===== src/rtl/pc_sequencer.sv =====
`default_nettype none
// pc_sequencer: arbitrates stall/redirect/halt requests into PC and pipeline-register controls.
// Optional performance counters are built when SEQ_PERF_CNT_EN is defined.
module pc_sequencer #(
   parameter int ADDR_W       = 16,
   parameter int DRAIN_CYCLES = 3
) (
   input  logic              clk,
   input  logic              rst_n,
   input  logic              ext_stall,
   input  logic              br_taken,
   input  logic [ADDR_W-1:0] br_target,
   input  logic              ld_use_haz,
   input  logic              hlt_id,
   output logic              pc_stall,
   output logic              pc_hlt,
   output logic [ADDR_W-1:0] alt_pc,
   output logic              alt_pc_ctrl,
   output logic              stall_if_id,
   output logic              flush_if_id,
   output logic              flush_id_ex,
`ifdef SEQ_PERF_CNT_EN
   output logic [15:0]       stall_cnt,
   output logic [15:0]       flush_cnt,
`endif
   output logic              halted
);

   typedef enum logic [1:0] {
      S_RUN    = 2'd0,
      S_DRAIN  = 2'd1,
      S_HALTED = 2'd2
   } state_t;

   localparam logic [3:0] C_DRAIN_INIT = 4'(DRAIN_CYCLES - 1);

   state_t              r_state, w_state_nxt;
   logic                r_pend_valid, w_pend_valid_nxt;
   logic [ADDR_W-1:0]   r_pend_target, w_pend_target_nxt;
   logic [3:0]          r_drain_cnt, w_drain_cnt_nxt;

   logic                w_pc_stall, w_pc_hlt, w_alt_pc_ctrl, w_stall_if_id;
   logic                w_flush_if_id, w_flush_id_ex, w_halted;
   logic [ADDR_W-1:0]   w_alt_pc;

   always_ff @(posedge clk or negedge rst_n) begin
      if (!rst_n) begin
         r_state       <= S_RUN;
         r_pend_valid  <= 1'b0;
         r_pend_target <= '0;
         r_drain_cnt   <= 4'd0;
      end else begin
         r_state       <= w_state_nxt;
         r_pend_valid  <= w_pend_valid_nxt;
         r_pend_target <= w_pend_target_nxt;
         r_drain_cnt   <= w_drain_cnt_nxt;
      end
   end

   always_comb begin
      w_state_nxt       = r_state;
      w_pend_valid_nxt  = r_pend_valid;
      w_pend_target_nxt = r_pend_target;
      w_drain_cnt_nxt   = r_drain_cnt;
      w_pc_stall        = 1'b0;
      w_pc_hlt          = 1'b0;
      w_alt_pc_ctrl     = 1'b0;
      w_alt_pc          = '0;
      w_stall_if_id     = 1'b0;
      w_flush_if_id     = 1'b0;
      w_flush_id_ex     = 1'b0;
      w_halted          = 1'b0;
      case (r_state)
         S_HALTED: begin
            w_pc_hlt = 1'b1;
            w_halted = 1'b1;
         end
         default: begin
            if (ext_stall) begin
               // Front end frozen; a branch resolving now must survive until the stall lifts.
               w_pc_stall    = 1'b1;
               w_stall_if_id = 1'b1;
               w_pc_hlt      = (r_state == S_DRAIN);
               if (br_taken) begin
                  w_pend_valid_nxt  = 1'b1;
                  w_pend_target_nxt = br_target;
               end
            end else if (br_taken || r_pend_valid) begin
               w_alt_pc_ctrl    = 1'b1;
               w_alt_pc         = br_taken ? br_target : r_pend_target;
               w_flush_if_id    = 1'b1;
               w_flush_id_ex    = 1'b1;
               w_pend_valid_nxt = 1'b0;
               w_state_nxt      = S_RUN;
               w_drain_cnt_nxt  = 4'd0;
            end else if (r_state == S_DRAIN) begin
               w_pc_hlt = 1'b1;
               if (r_drain_cnt == 4'd0) begin
                  w_state_nxt = S_HALTED;
               end else begin
                  w_drain_cnt_nxt = r_drain_cnt - 4'd1;
               end
            end else if (ld_use_haz) begin
               w_pc_stall    = 1'b1;
               w_stall_if_id = 1'b1;
               w_flush_id_ex = 1'b1;
            end else if (hlt_id) begin
               w_pc_hlt        = 1'b1;
               w_flush_if_id   = 1'b1;
               w_state_nxt     = S_DRAIN;
               w_drain_cnt_nxt = C_DRAIN_INIT;
            end
         end
      endcase
   end

   // Outputs are forced low for the whole reset assertion, not just until the next edge.
   assign pc_stall    = rst_n & w_pc_stall;
   assign pc_hlt      = rst_n & w_pc_hlt;
   assign alt_pc_ctrl = rst_n & w_alt_pc_ctrl;
   assign alt_pc      = rst_n ? w_alt_pc : '0;
   assign stall_if_id = rst_n & w_stall_if_id;
   assign flush_if_id = rst_n & w_flush_if_id;
   assign flush_id_ex = rst_n & w_flush_id_ex;
   assign halted      = rst_n & w_halted;

`ifdef SEQ_PERF_CNT_EN
   logic [15:0] r_stall_cnt, r_flush_cnt;

   always_ff @(posedge clk or negedge rst_n) begin
      if (!rst_n) begin
         r_stall_cnt <= 16'd0;
         r_flush_cnt <= 16'd0;
      end else if (r_state != S_HALTED) begin
         if (w_pc_stall && (r_stall_cnt != 16'hFFFF)) begin
            r_stall_cnt <= r_stall_cnt + 16'd1;
         end
         if ((w_flush_if_id || w_flush_id_ex) && (r_flush_cnt != 16'hFFFF)) begin
            r_flush_cnt <= r_flush_cnt + 16'd1;
         end
      end
   end

   assign stall_cnt = r_stall_cnt;
   assign flush_cnt = r_flush_cnt;
`endif

endmodule
`default_nettype wire

===== config.mk =====
export PLATFORM = sky130hd
export DESIGN_NAME = pc_sequencer
export DESIGN_NICKNAME = d
export VERILOG_FILES = /design/src/rtl/pc_sequencer.sv
export SDC_FILE = /design/constraint.sdc
export NUM_CORES = 1
export LEC_CHECK = 0
export BUFFER_PORTS_ARGS = -buffer_cell sky130_fd_sc_hd__clkbuf_2
export CAP_MARGIN = 20
export CORE_MARGIN = 2
export CORE_UTILIZATION = 50
export DETAILED_ROUTE_END_ITERATION = 16
export PLACE_DENSITY = 0.83
export SYNTH_ARGS = -nofsm -noshare
export SYNTH_HDL_FRONTEND = slang
export SYNTH_SLANG_ARGS = --single-unit

===== constraint.sdc =====
create_clock -name clk -period 1.8 [get_ports clk]
set_input_delay 0.27 -clock clk [delete_from_list [all_inputs] [get_ports clk]]
set_output_delay 0.27 -clock clk [all_outputs]
set_load 0.005 [all_outputs]

# [Word-level counts from Yosys, hierarchy flattened]
# Cells that the tools add are included.
[totals] reg_bits=23 out_inout_bits=23 elab_cells=67
[op_classes] addsub=1 eq_ne=6 mux=40 n_bitwise=8 reduce_logical=8
[ops] operator="2-to-1 mux 16 bit" n=5
[ops] operator="2-to-1 mux 1 bit" n=25
[ops] operator="2-to-1 mux 4 bit" n=5
[ops] operator="2-to-1 mux 2 bit" n=5
[ops] operator="AND reduction 5 bit" n=2
[ops] operator="AND 1 bit" n=6
[ops] operator="!= test 3 x 1 -> 1 bit, second input constant" n=2
[ops] operator="zero test 4 bit" n=1
[ops] operator="subtractor 4 x 1 -> 4 bit, second input constant" n=1
[ops] operator="!= test 3 bit, second input constant" n=1
[ops] operator="AND reduction 3 bit" n=1
[ops] operator="nonzero test 3 bit" n=1
[ops] operator="== test 2 x 1 -> 1 bit, second input constant" n=1
[ops] operator="== test 2 bit, second input constant" n=1
[ops] operator="!= test 2 x 1 -> 1 bit, second input constant" n=1
[ops] operator="inverter 1 bit" n=2
[ops] operator="AND reduction 2 bit" n=1
[ops] operator="nonzero test 2 bit" n=1
[ops] operator="logical OR 1 bit" n=1

# [Depth between registers and ports, before layout]
# Gate-level depths: netlist of the first run.
[logic_depth] depth_word=7 mapped_depth=6 depth_no_buf=6

# [Worst setup path after synthesis of the first run]
# OpenSTA, ideal clock, no wires.
[synth_timing] path_kind="flip-flop to flip-flop" startpoint="register r_drain_cnt[0]" endpoint="register r_drain_cnt[1]" setup_ns=0.125 t_arrival_ns=1.392 path_slack_ns=0.283 stages_incl_launch_ff=7 path_buffers=0 synth_period_minus_slack_ns=1.517 path_cell_list="dfrtp_1 -> inv_1 -> ha_1 -> nor3b_1 -> nand3_1 -> nand2_1 -> mux2_4"
[synth_via] elab_chain_len=4
[synth_lines] item="from (decl)" line="40" rtl="logic [3:0] r_drain_cnt, w_drain_cnt_nxt;"
[synth_lines] item="from (signal assigned)" line="56" rtl="r_drain_cnt <= w_drain_cnt_nxt;"
[synth_lines] item="subtractor 4 x 1 -> 4 bit" line="101" rtl="w_drain_cnt_nxt = r_drain_cnt - 4'd1;"
[synth_lines] item="2-to-1 mux 4 bit" line="98" rtl="if (r_drain_cnt == 4'd0) begin"
[synth_lines] item="2-to-1 mux 4 bit" line="96" rtl="end else if (r_state == S_DRAIN) begin"
[synth_lines] item="2-to-1 mux 4 bit" line="88" rtl="end else if (br_taken || r_pend_valid) begin"
# Parallel ways exist; a longest one is shown, timed or not. The select of a mux whose other input is x is not followed.
# A chain may end at the register's enable or synchronous reset.

# [Final worst setup path of the first run]
[layout_timing] startpoint="register r_state[1]" endpoint="output port alt_pc[0]"
[layout_via] elab_chain_len=3
[layout_lines] item="from (decl)" line="37" rtl="state_t r_state, w_state_nxt;"
[layout_lines] item="from (signal assigned)" line="53" rtl="r_state <= w_state_nxt;"
[layout_lines] item="== test 2 bit" line="73" rtl="case (r_state)"
[layout_lines] item="2-to-1 mux 16 bit" line="73"
[layout_lines] item="2-to-1 mux 16 bit" line="121" rtl="assign alt_pc = rst_n ? w_alt_pc : '0;"
[layout_lines] item="to (decl)" line="17" rtl="output logic [ADDR_W-1:0] alt_pc,"
# No other way between the ends.

==> impl_results.md, run 1 <==
- Status: finished, violations left
- Failing checks: setup timing
- Critical setup path kind: reg -> out
- Final nets: 212
- Antenna diodes: 0
- Clk_skew: 2.833 ps
- Sequential power share: 0.509
- EDFF count, synth: 0
- RSZ-0062 raised after global routing: true
- Total CTS buffers: 3
- DR pass1 iterations: 4
- Drc violations: 0
- Final hold vios: 0
- Net count after synthesis: 160
- Top_reg_cell synth: dfrtp_1
- Vias in the first global route: 1111
- H-tree depth: 1
- Post-Syn Instances: 136
- Setup TNS: -175.7 ps
- Synth Cell Area: 1388 um^2
- I/O Buffers: 44
- Die Wd: 56.68 um
- Hold Crit Class: in -> reg
- Sink Count: 23
- Final global-route overflow total: 0
- Critical path destination: alt_pc[0]
- Max Clk Rate: 549.5 MHz
- DP Cell Count: 207
- Largest net degree at the start of global routing: 24
- Critical path's most frequent cell: nand2b_4
- Max clock buf depth: 2
- HP Start: br_target[6]
- Power, Total: 1.224 mW
- Die area: 3213 um^2
- Switching Share: 0.3075
- Synth top area share: 0.4148
- Yosys cell types: 41
- Io pins: 45
- Max cap viols: 0
- Reg2Reg Depth: 5
- CP endpoint kind: primary output
- R2r endpoint: r_drain_cnt[1]
- Worst rel slew slack: 0.7157
- Clk pwr share: 0.196
- Sequential area share after synthesis: 0.4148
- Worst-path clk slew: 130 ps
- Num rows: 19
- P_sw: 0.3764 mW
- Via count: 1219
- Initial antenna violation count: 0
- Worst Tran Pin Value: 425.9 ps
- Reg-to-reg startpoint: r_state[1]
- Min Tclk post-route: 1820 ps
- Area delta synth->final: 31.38%
- GRT Overall Usage: 0.1933
- Pleak: 0.9072 nW
- Core area: 2686 um^2
- Worst-Skew Late Latency: 310 ps
- Most area-consuming cells after synthesis: dfrtp_1 41%, mux2i_1 12%, mux2_1 8.1%, nor2_1 7.0%, mux2_2 4.9%
- Syn_area_per_cell: 10.20 um^2
- Worst hold margin: 188.2 ps
- FF+latch count, synth: 23
- Final ANT Viol Nets: 0
- Ys Warns: 0
- Crit-path max cell delay: 450 ps
- CP max-delay cell: dfrtp_2
- Share of layout cells above drive strength 1: 0.5027
- Drt total wl: 3.377 mm
- Commonest cells in the netlist: 26 x nor2_1, 23 x dfrtp_1, 16 x mux2i_1
- Critical path peak fanout: 17
- Hpwl dp: 2.206 mm
- Post-route setup slack: -19.91 ps
- Comb pwr share: 0.294
- Max VDD drop: 0.6520 mV
- Worst-path cell chain: nand2b_4 > nand3b_1 > nand2b_4 > buf_12 > nor2_2 > clkbuf_2
- Fraction of registers with async set/reset: 1.000
- Power Dens Cells: 671.4 nW/um^2
- Area leader, netlist: dfrtp_1
- Internal: 0.8476 mW
- Drt wl/cell: 15.49 um
- Fin cells: 218
- Setup violations, final: 13
- Vias/cell: 5.592
- Utilization after layout: 0.6786
- Fin crit share: 1.011
- FF-to-FF setup slack: 170 ps
- CTS tree: done
- CTS root buffer: clkbuf_4
- Global-route wire length before repair: 4.961 mm
- Cell with the most instances after synthesis: nor2_1
- Worst Setup Start Kind: register
- Initial Util: 0.5165
- WP data arrival: 1550 ps
- RD Place Congestion: 0.8131
- Final Slew Violations: 0
- Die height: 56.68 um
- Initial DRC count: 19
- Start point of the critical path: r_state[1]
- CP required: 1530 ps
==> power groups by stage <==
stage | Sequential (mW) | Clock, mW | Combinational [mW]
after floorplan | 0.620 | 0 | 0.209
after global placement | 0.627 | 0 | 0.288
after detailed placement | 0.634 | 0 | 0.303
after CTS | 0.622 | 0.240 | 0.317
after global routing | 0.631 | 0.263 | 0.396
final | 0.623 | 0.240 | 0.360
==> sequential cells by signal (all words and copies together), names as in the netlist <==
name,flops
r_drain_cnt,4
r_state,2
r_pend_target,16
r_pend_valid,1
==> worst max-delay path, delay by kind of cell (launching register included) <==
family | cells | cell delay [ps]
buffers and inverters | 2 | 270
DFF | 1 | 450
and+or+nand+nor | 4 | 510
==> metal layers <==
layer	vias up	wire, um	global-route usage
met4	0	114	0.05102
met5	-	0	0
met2	43	1786	0.3555
li1	575	-	-
met1	587	1309	0.2375
met3	14	166	0.02074
==> final cells by class <==
type                       count  area (um^2)
timing repair buffer          55        337.8
inverter                       5        18.77
tap                           31        38.79
sequential                    23        576.8
multi-input combinational    100        823.3
clock inverter                 1        5.005
fill                         208        863.3
clock buffer                   3        22.52
==> what timing repair did <==
item	4_1_cts	5_1_grt
resized for setup	5	25
hold endpoints to repair	23	0
pin swaps	2	1
buffers inserted	3	2
hold buffers	1	0
endpoints found under the setup margin	18	23
==> layout by cell type, fill, tap and decap left out, types with 2 or more instances in the layout <==
cell	instances
nor2_2	12
dfrtp_1	22
buf_2	3
inv_1	4
mux2_1	10
clkbuf_4	3
nor2_1	13
a21oi_1	5
buf_4	8
nand2b_4	3
mux2_2	6
clkbuf_2	41
nand2_1	5
mux2i_1	16
ha_1	2
nor2_4	2
nor4_1	2
==> kinds of logic (layout without fill, tap and decap cells) <==
family	after synthesis	count (layout)	share of synthesized area
AO/OA/AOI/OAI	16	16	0.08296
AND/OR/NAND/NOR	49	49	0.1776
multiplexers	33	33	0.2561
adder cells (fa/ha/maj)	2	2	0.01803
flip-flops	23	23	0.4148
buffers and inverters	13	64	0.05049
==> stage by stage <==
stage	area (um^2)	setup slack, ps
2_1_floorplan	1388	283.1
3_3_place_gp	1625	123.3
3_5_place_dp	1625	114.0
4_1_cts	1703	-6.717
5_1_grt	1823	-87.52
6_report	1823	-19.91
==> how the worst min path moves through the flow <==
| stage | endpoint | cells after the start | slack [ps] |
|---|---|---|---|
| floorplan | r_drain_cnt[0] | 0 | -30 |
| global placement | r_pend_valid | 2 | 290 |
| detailed placement | r_pend_valid | 2 | 300 |
| CTS | r_pend_target[4] | 2 | 190 |
| global route | r_pend_target[6] | 2 | 190 |
| finish | r_pend_target[6] | 2 | 190 |
(Power assumes the default switching activity.)
==> run 2, diff against run 1 <==
Clock period 1.8 ns to 1.92 ns, I/O delays scaled along.
==> impl_results.md, run 2 (synthesis gave the netlist of run 1 again) <==
- Multi-input gate area: 784.5 um^2 (-4.7%)
- Worst Path Buf+Inv: 2 (unchanged)
- FF-to-FF setup slack: 260 ps (+90 ps)
- Share of layout cells above drive strength 1: 0.4541 (-0.04862)
- WP data arrival: 1590 ps (+40 ps)
- Worst Setup Start Kind: register
- Global routing usage on met2: 0.3621 (+0.006645)
- Drc violations: 0 (unchanged)
- Busiest layer in global routing: met2
- Vias/cell: 5.583 (-0.15%)
- Core area: 2686 um^2 (unchanged)
- DP Area: 1625 um^2 (unchanged)
- GRT Overall Usage: 0.1944 (+0.001063)
- Num rows: 19 (unchanged)
- RD Place Congestion: 0.8301 (+2.1%)
- Worst Tran Pin Value: 431.5 ps (+5.617 ps)
- Clk_skew: 12.90 ps (+10.07 ps)
- Worst-Skew Late Latency: 320 ps (about the same)
- Largest net degree at the start of global routing: 27 (+13%)
- Final global-route overflow total: 0 (unchanged)
- Final ANT Viol Nets: 0 (unchanged)
- Io pins: 45 (unchanged)
- CP max-delay cell: dfrtp_1
- Sink Count: 23 (unchanged)
- Met1 usage: 0.2304 (-0.007035)
- Antenna diodes: 0 (unchanged)
- Max Clk Rate: 531.7 MHz
- Critical path peak fanout: 6 (-11)
- Worst-path clk slew: 130 ps (about the same)
- Max VDD drop: 0.6135 mV (-5.9%)
- Filler cells: 206 (-0.96%)
- Final hold vios: 0 (unchanged)
- CTS tree: done
- I/O Buffers: 44 (unchanged)
- Hpwl dp: 2.157 mm (-2.2%)
- Max reg flops: 16 (unchanged)
- Fin area: 1750 um^2 (-4.0%)
- Global-route wire length before repair: 4.988 mm (+0.54%)
- H-tree depth: 1 (unchanged)
- Pleak: 0.8847 nW (-2.5%)
- Die Wd: 56.68 um (unchanged)
- Via count: 1206 (-1.1%)
- DR pass1 iterations: 4 (unchanged)
- Die area: 3213 um^2 (unchanged)
- Crit path max-delay family: simple AND/OR/NAND/NOR gates
- Drt wl/cell: 14.38 um (-7.2%)
- Sequential cell area: 575.6 um^2 (-0.22%)
- Vias in the first global route: 1167 (+5.0%)
- Biggest register: r_pend_target
- Max clock buf depth: 2 (unchanged)
- Initial Util: 0.5165 (unchanged)
- Min Tclk post-route: 1881 ps
- CP required: 1630 ps (+100 ps)
- Commonest non-fill, non-tap cell in the layout: clkbuf_2
- Drt total wl: 3.106 mm (-8.0%)
- Setup TNS: 0 ps (+175.7 ps)
- Max cap viols: 0 (unchanged)
- Die height: 56.68 um (unchanged)
- Final nets: 210 (-0.94%)
- Initial DRC count: 27 (+8)
- Setup violations, final: 0 (-13)
- Critical setup path kind: reg -> out
- Most frequent cells in the layout: 44 x clkbuf_2, 23 x dfrtp_1, 19 x nor2_1
- Hold Crit Class: in -> reg
- Worst rel slew slack: 0.7120 (-0.003749)
- CTS root buffer: clkbuf_4
- Area delta synth->final: 26.15%
- Critical path's most frequent cell: nor2_1
- Final Slew Violations: 0 (unchanged)
- Total CTS buffers: 3 (unchanged)
- Initial antenna violation count: 0 (unchanged)
- Regs by FF count: r_pend_target (16), r_drain_cnt (4), r_state (2)
- Crit-path max cell delay: 430 ps (-20 ps)
- Power Dens Cells: 641.3 nW/um^2 (-4.5%)
- GR met3 Demand/Resource: 0.02765 (+0.006912)
- Worst-path cell chain: buf_4 > and2b_2 > nor2_1 > nor2_1 > nor2_1 > clkbuf_2
- Fin crit share: 0.9796
- CP endpoint kind: primary output
- Status: finished, final reports clean
## run 2: cell types whose count changed in the layout (fill, tap and decap cells not counted), sizes merged
cell    previous run  this run
buf               13         8
clkbuf            44        47
## run 2: repair_timing
action,4_1_cts,5_1_grt
pin swaps,0,1
hold buffers,1,0
endpoints found under the setup margin,16,22
endpoints found under the hold margin,23,0
gates resized for setup,0,16
buffers inserted,2,2
## run 2: path summary, 6_finish.rpt
check	startpoint	end	depth (start not counted)
max in group asynchronous	rst_n	r_pend_target[11]	3
min reg2reg	r_pend_target[12]	r_pend_target[12]	1
max	r_state[1]	flush_if_id	6
max reg2reg	r_state[1]	r_drain_cnt[1]	5
min	br_target[4]	r_pend_target[4]	2
min in group asynchronous	rst_n	r_pend_valid	3
## run 2: worst reg2reg max path, cell delays in order (launching register included)
cell and delay, ps:
dfrtp_1 440, buf_4 170, nand2b_1 210, a311oi_2 310, nand2_1 130, mux2_4 300
## run 2: layout make-up
type	count	share of cell area
clock buffer	3	0.01287
sequential	23	0.3288
inverter	5	0.01072
timing repair buffer	53	0.1744
clock inverter	1	0.002859
multi-input combinational	100	0.4482
tap	31	0.02216
## run 2: layer usage
layer,wire length (um),up-vias
li1,-,568
met1,1313,595
met2,1622,35
met3,125,8
met4,45,0
met5,0,-
## run 2: report_power, final
group	switching [mW]	internal, mW
registers	0.0368	0.547
clock network	0.146	0.0779
logic	0.155	0.160
total	0.338	0.785
## run 2: metrics by stage
stage	util	cells	setup slack, ps	total power, mW	hold slack, ps
6_report	0.6516	216	39.20	1.123	195.6
5_1_grt	0.6516	216	-25.86	1.186	189.1
4_1_cts	0.6246	214	22.93	1.102	192.3
3_5_place_dp	0.6050	207	185.9	0.8766	316.6
3_3_place_gp	0.6050	207	238.8	0.8568	302.9
2_1_floorplan	-	136	403.1	0.7770	-7.591
==> run 3, diff against run 2 <==
Settings changed: PLACE_DENSITY 0.83 to 0.91.
==> impl_results.md, run 3 (synthesis gave the netlist of run 1 again) <==
- Status: finished, final reports clean
- I/O Buffers: 44 (unchanged)
- WHS Endpoint: r_pend_target[4]
- Die area: 3213 um^2 (unchanged)
- CP endpoint kind: primary output
- Post-route setup slack: 48.53 ps (+9.324 ps)
- Reg-to-reg startpoint: r_drain_cnt[0]
- Sequential power share: 0.513 (-0.007)
- Io pins: 45 (unchanged)
- Hpwl dp: 2.111 mm (-2.1%)
- Regs by FF count: r_pend_target (16), r_drain_cnt (4), r_state (2)
- Setup violations, final: 0 (unchanged)
- Worst-path clk slew: 130 ps (about the same)
- WP data arrival: 1580 ps (about the same)
- H-tree depth: 1 (unchanged)
- Setup TNS: 0 ps (unchanged)
- Worst Tran Pin Value: 443.4 ps (+11.89 ps)
- Hold Crit Class: in -> reg
- Max Clk Rate: 534.3 MHz (+0.50%)
- Utilization after layout: 0.6605 (+0.008849)
- Power, Total: 1.134 mW (+1.0%)
- Share of layout cells above drive strength 1: 0.4516 (-0.002441)
- Drt wl/cell: 14.67 um (+2.0%)
- Vias/cell: 5.571 (-0.21%)
- Sink Count: 23 (unchanged)
- Busiest layer in global routing: met2
- WHS Path Cells: 2 (unchanged)
- P_sw: 0.3429 mW (+1.5%)
- Num rows: 19 (unchanged)
- HP Start: br_target[4]
- Initial Util: 0.5165 (unchanged)
- Final nets: 211 (+0.48%)
- Max VDD drop: 0.7092 mV (+16%)
- Final global-route overflow total: 0 (unchanged)
- Worst Setup Start Kind: register
- RSZ-0062 raised after global routing: true
- R2r endpoint: r_drain_cnt[1]
- Max clock buf depth: 2 (unchanged)
- DP Cell Count: 207 (unchanged)
- DP Area: 1625 um^2 (unchanged)
- Place WS: 173.9 ps (-12.09 ps)
- Pleak: 0.8928 nW (+0.92%)
- Die height: 56.68 um (unchanged)
- GR met3 Demand/Resource: 0.04608 (+0.01843)
- Reg2Reg Depth: 6 (+1)
- Most frequent cells in the layout: 44 x clkbuf_2, 23 x dfrtp_1, 21 x nor2_1
- Fin cells: 217 (+0.46%)
- Clk_skew: 7.451 ps (-5.451 ps)
- Max cap viols: 0 (unchanged)
- Area delta synth->final: 27.86%
- Die Wd: 56.68 um (unchanged)
- Worst-Skew Late Latency: 320 ps (about the same)
- Global-route wire length before repair: 4.657 mm (-6.6%)
- CP required: 1630 ps (about the same)
- FF-to-FF setup slack: 220 ps (-40 ps)
- RD Place Congestion: 0.8837 (+6.5%)
- Critical setup path kind: reg -> out
- Fin crit share: 0.9747 (-0.004856)
- Fin area: 1774 um^2 (+1.4%)
- Final hold vios: 0 (unchanged)
- Internal: 0.7914 mW (+0.85%)
- Comb pwr share: 0.282 (about the same)
- GRT Overall Usage: 0.1863 (-0.008117)
- Antenna diodes: 0 (unchanged)
- Via count: 1209 (+0.25%)
- Largest net degree at the start of global routing: 24 (-11%)
- Drc violations: 0 (unchanged)
- Vias in the first global route: 1088 (-6.8%)
- Initial antenna violation count: 0 (unchanged)
- Drt total wl: 3.183 mm (+2.5%)
- Max reg flops: 16 (unchanged)
- Core area: 2686 um^2 (unchanged)
- Initial DRC count: 37 (+37%)
- Biggest register: r_pend_target
- Clk pwr share: 0.205 (+0.006)
- Power Dens Cells: 639.4 nW/um^2 (-0.31%)
- CTS root buffer: clkbuf_4
- Worst rel slew slack: 0.7040 (-0.007938)
- DR pass1 iterations: 4 (unchanged)
- Switching Share: 0.3023 (+0.001359)
- Commonest non-fill, non-tap cell in the layout: clkbuf_2
- Met1 usage: 0.2115 (-0.01897)
- Total CTS buffers: 3 (unchanged)
- CTS tree: done
- Final ANT Viol Nets: 0 (unchanged)
- Worst hold margin: 183.7 ps (-11.96 ps)
- Critical path peak fanout: 6 (unchanged)
- Global routing usage on met2: 0.3289 (-0.03322)
- Min Tclk post-route: 1871 ps (-9.324 ps)
- Final Slew Violations: 0 (unchanged)
## run 3: routing by layer
layer  wire, um  up-vias
met5          0        -
met4         70        0
met3        181        9
met2       1680       41
met1       1251      586
li1           -      573
## run 3: power by group through the flow
stage,clock [mW],combinational (mW),sequential (mW)
after global placement,0,0.274,0.586
after global routing,0.260,0.354,0.590
after detailed placement,0,0.282,0.593
final,0.232,0.320,0.582
after CTS,0.241,0.290,0.581
after floorplan,0,0.196,0.581
## run 3: worst max path at each step
stage / start / endpoint / cells past startpoint
4_1_cts: r_state[0] / alt_pc[2] / 6
6_report: r_state[1] / flush_if_id / 6
3_5_place_dp: r_drain_cnt[0] / r_drain_cnt[1] / 6
5_1_grt: r_state[1] / flush_if_id / 6
2_1_floorplan: r_drain_cnt[0] / r_drain_cnt[1] / 6
3_3_place_gp: r_drain_cnt[0] / r_drain_cnt[1] / 6
## run 3: area by class of cell
type | count | area, um^2
clock inverters | 1 | 7.507
inverters | 5 | 18.77
well taps | 31 | 38.79
fillers | 206 | 912.1
flip-flops and latches | 23 | 575.6
repair buffers | 54 | 329.1
multi-input cells | 100 | 782.0
clock buffers | 3 | 22.52
## run 3: what timing repair did
item	CTS	global route
endpoints found under the setup margin	16	19
pin swaps	0	2
gates resized for setup	0	16
cloned	0	1
endpoints found under the hold margin	23	0
hold buffers	1	0
buffers inserted	2	1
## run 3: critical path: stages, from the launching register on
cell	delay (ps)
dfrtp_1	420
buf_4	160
and2b_2	250
nor2_1	120
nor2_1	60
nor2_1	120
clkbuf_2	130
